`config.mk`:
```
export PLATFORM = sky130hd
export DESIGN_NAME = sync_debounce_n
export DESIGN_NICKNAME = d
export VERILOG_FILES = /design/src/rtl/sync_debounce_n.sv
export SDC_FILE = /design/constraint.sdc
export NUM_CORES = 1
export LEC_CHECK = 0
export CAP_MARGIN = 20
export CORE_ASPECT_RATIO = 1.1
export CORE_MARGIN = 2
export CORE_UTILIZATION = 59
export CTS_BUF_LIST = sky130_fd_sc_hd__clkbuf_8
export CTS_CLUSTER_SIZE = 24
export DETAILED_ROUTE_END_ITERATION = 7
export PLACE_DENSITY = 0.95
export SYNTH_ARGS = -nofsm -noshare
export SYNTH_HDL_FRONTEND = slang
export SYNTH_SLANG_ARGS = --single-unit
export TNS_END_PERCENT = 5
```
`constraint.sdc`:
```
create_clock -name Clk -period 2.7 [get_ports Clk]
set_input_delay 0.54 -clock Clk [delete_from_list [all_inputs] [get_ports Clk]]
set_output_delay 0.54 -clock Clk [all_outputs]
set_load 0.01 [all_outputs]
```
`src/rtl/sync_debounce_n.sv`:
```
// Multi-channel input synchronizer and debouncer with registered rise/fall pulses.
// Define SYNC_DEBOUNCE_SIM_FAST_EN to shorten the debounce threshold to 2 for simulation only.
module sync_debounce_n #(
  parameter int               WIDTH         = 4,
  parameter int               SYNC_STAGES   = 2,
  parameter int               STABLE_CYCLES = 16,
  parameter logic [WIDTH-1:0] RESET_VAL     = '0
) (
  input  logic             Clk,
  input  logic             Reset,
  input  logic [WIDTH-1:0] d,
  output logic [WIDTH-1:0] q,
  output logic [WIDTH-1:0] rise,
  output logic [WIDTH-1:0] fall,
  output logic [WIDTH-1:0] busy
);

`ifdef SYNC_DEBOUNCE_SIM_FAST_EN
  localparam int THRESH = 2;
`else
  localparam int THRESH = STABLE_CYCLES;
`endif

  localparam int              CNT_W    = (THRESH > 1) ? $clog2(THRESH) : 1;
  localparam logic [CNT_W-1:0] CNT_LAST = CNT_W'(THRESH - 1);

  logic [WIDTH-1:0] r_sync [SYNC_STAGES];
  logic [CNT_W-1:0] r_cnt  [WIDTH];
  logic [WIDTH-1:0] r_q;
  logic [WIDTH-1:0] r_rise;
  logic [WIDTH-1:0] r_fall;
  logic [WIDTH-1:0] w_s;

  always_ff @(posedge Clk or posedge Reset) begin
    if (Reset) begin
      for (int k = 0; k < SYNC_STAGES; k++) r_sync[k] <= RESET_VAL;
    end else begin
      r_sync[0] <= d;
      for (int k = 1; k < SYNC_STAGES; k++) r_sync[k] <= r_sync[k-1];
    end
  end

  assign w_s = r_sync[SYNC_STAGES-1];

  // Each channel counts consecutive cycles of disagreement; any agreement restarts it.
  always_ff @(posedge Clk or posedge Reset) begin
    if (Reset) begin
      r_q    <= RESET_VAL;
      r_rise <= '0;
      r_fall <= '0;
      for (int i = 0; i < WIDTH; i++) r_cnt[i] <= '0;
    end else begin
      for (int i = 0; i < WIDTH; i++) begin
        r_rise[i] <= 1'b0;
        r_fall[i] <= 1'b0;
        if (w_s[i] == r_q[i]) begin
          r_cnt[i] <= '0;
        end else if (r_cnt[i] == CNT_LAST) begin
          r_q[i]    <= w_s[i];
          r_cnt[i]  <= '0;
          r_rise[i] <= w_s[i];
          r_fall[i] <= ~w_s[i];
        end else begin
          r_cnt[i] <= r_cnt[i] + CNT_W'(1);
        end
      end
    end
  end

  always_comb begin
    busy = '0;
    for (int i = 0; i < WIDTH; i++) busy[i] = (r_cnt[i] != '0);
  end

  assign q    = r_q;
  assign rise = r_rise;
  assign fall = r_fall;

endmodule

```
==> results.toml <==
[status]
status = "complete, no violations"

[clocking]
htree_levels = 2
cts_resized = 0
cts_setup_buffers = 0
clk_pin_slew_ns = 0.07
worstSkewPairLatency_ns = 0.28
clkSinkCount = 36
clk_path_buf_depth = 2
tritoncts = "built"
hold_buffers = 0
cts_root_buffer = "clkbuf_8"
cts_buffers = 5

[worst_setup_path]
reg2reg_slack_ns = 1.36
path_buf_inv = 2
crit_path_start = "r_cnt[4]"
reg2reg_from = "r_cnt[4]"
cp-end-kind = "output pin"
critPathKind = "register to output pin"
cp_max_fo = 4
critPathArrivalTime_ns = 1.56
crit_path_top_delay_cell = "clkdlybuf4s50_1"
cp-start-kind = "register"
cp.required_ns = 2.16
critPathTopFamily = "buffers and inverters"
crit_chain = "inv_1, ha_1, nand2_1, clkdlybuf4s50_1"
cpPeakStageDelay_ns = 0.52

[cells_and_area]
area_growth_pct = 25.52
antennaDiodeCount = 0
layout.nets = 160
fillers = 126
layoutNonFillerInstCount = 177
drive_gt1_share_pct = 9.524
final_util_pct = 79.26

[detailed_routing]
drt-initial-drc-count = 16
routedWlPerCell_um = 15.32
vias_per_cell = 5.254
drc = 0
drtAntennaViolNets = 0
first_pass_iters = 4
drt-total-wl_um = 2711
num_vias = 930

[global_routing]
overflow = 0
grt_max_degree = 37
grt_antenna_before_repair = 0
first_global_vias = 987
grt_pass1_wl_um = 4554
grt_use_total_pct = 22.85

[yosys]
netlist_area_um2 = 1436
synth_edf_count = 0
synth_area_per_cell_um2 = 12.28
synth_most_common_cell = "dfrtp_1"
synth_ff_type = "dfrtp_1"
seq_area_frac_synth_pct = 62.72
synth_top_cell_area_share_pct = 62.72
synth-seq-cells = 36
yosys-top-cells-area = "dfrtp_1 (63%), ha_1 (7.0%), nor3b_1 (5.7%), xnor2_1 (4.9%), inv_1 (3.1%)"
syn_nets = 131
yosys_warnings = 0
synth.distinct_cells = 15
synth_common_cells = "dfrtp_1 (36), inv_1 (12), nor3b_1 (11)"
netlist_instances = 117
synth.largest_area_cell = "dfrtp_1"
async_flop_share_pct = 100.0

[sta]
slew_headroom_pct = 71.25
skew_ns = 0.005248
tightest_slew_ns = 0.4312
finalCritPeriodShare_pct = 77.85
timing.final.ws_setup_ns = 0.5980
slew_viol_final = 0
hold_viol = 0
period_needed_ns = 2.102
clock.fmax_ghz = 0.4757
setup_violations = 0
grt_setup_unrepaired = "false"
setup_tns_ns = 0

[placed_design]
portBuffers = 21
globalplace.congestion = 0.6931
placedCellCount = 169
dp_hpwl_um = 1771
place_ws_ns = 0.9316

[power]
ir_drop_mv = 0.5915
p_leak_nw = 0.8010
powerDensity_nw_per_um2 = 630.8
power_mw = 1.137

[floorplanning]
die_y_um = 55.75
initial_core_util_pct = 63.15
fp.dieW_um = 51.05
io_pins = 22
rows = 18
die_area_um2 = 2846
core_area_um2 = 2275

[min_path]
hp-start = "r_sync[7]"
holdCritPathClass = "register to register"

[flow_run]
drv_cap = 0
## report_power, final
part | internal [mW] | leakage [nW] | switching [mW]
Combinational | 0.0480 | 0.273 | 0.0493
Sequential | 0.560 | 0.474 | 0.0202
Clock | 0.273 | 0.0541 | 0.187
## through the flow
step | area [µm²] | hold slack (ns)
3_3_place_gp | 1692 | 0.3314
6_report | 1803 | 0.3448
2_1_floorplan | 1436 | 0.3312
4_1_cts | 1803 | 0.3496
5_1_grt | 1803 | 0.3586
3_5_place_dp | 1692 | 0.3358
## sequential cells by signal, summed over array words and instances (netlist names)
register,count
r_cnt,16
r_sync,4
q,4
rise,4
w_s,4
fall,4
## cells in the final DEF (no fill, tap or decap)
cell type,n
a311oi_1,1
xnor2_1,8
buf_4,1
clkbuf_8,5
o21ai_0,4
clkinv_2,1
nand3_1,4
clkdlybuf4s50_1,21
a21oi_1,8
inv_2,1
ha_1,8
dfrtp_1,36
inv_1,12
nor2_1,8
or4_1,4
nor2b_1,4
nand2_1,4
nor3b_1,11
clkinvlp_4,1
mux2_2,4
bufinv_16,1
## layer usage
layer,GRT usage (%),vias up,part of all wire (%)
met5,0,-,0
met4,10.04,0,1.7
met3,7.258,6,3.5
met2,38.96,21,55
met1,25.76,459,39
li1,-,444,-
## cell type report
cell class | instances | area [µm²] | area share (%)
multi-input combinational | 68 | 486.7 | 27.00
tap | 30 | 37.54 | 2.082
clock inverter | 3 | 42.54 | 2.359
sequential | 36 | 900.9 | 49.97
inverter | 13 | 48.80 | 2.706
clock buffer | 5 | 68.82 | 3.817
timing repair buffer | 22 | 217.7 | 12.07
## final timing paths
kind | to | cells past startpoint
worst max-delay path | busy[2] | 4
worst min-delay path | w_s[3] | 0
worst max register to register | q[2] | 3
worst min register to register | w_s[3] | 0
max in group asynchronous | r_sync[4] | 3
min in group asynchronous | r_cnt[7] | 3
## cell families (layout without fill, tap and decap cells)
| family | count (synthesis) | after routing | synth area share, % |
|---|---|---|---|
| AO/OA/AOI/OAI | 13 | 13 | 4.791 |
| multiplexers | 4 | 4 | 3.136 |
| flip-flops | 36 | 36 | 62.72 |
| XOR/XNOR | 8 | 8 | 4.878 |
| buffers and inverters | 13 | 43 | 3.397 |
| adder cells (fa/ha/maj) | 8 | 8 | 6.969 |
| AND/OR/NAND/NOR | 35 | 35 | 14.11 |
Power figures use the tool's default switching activity.
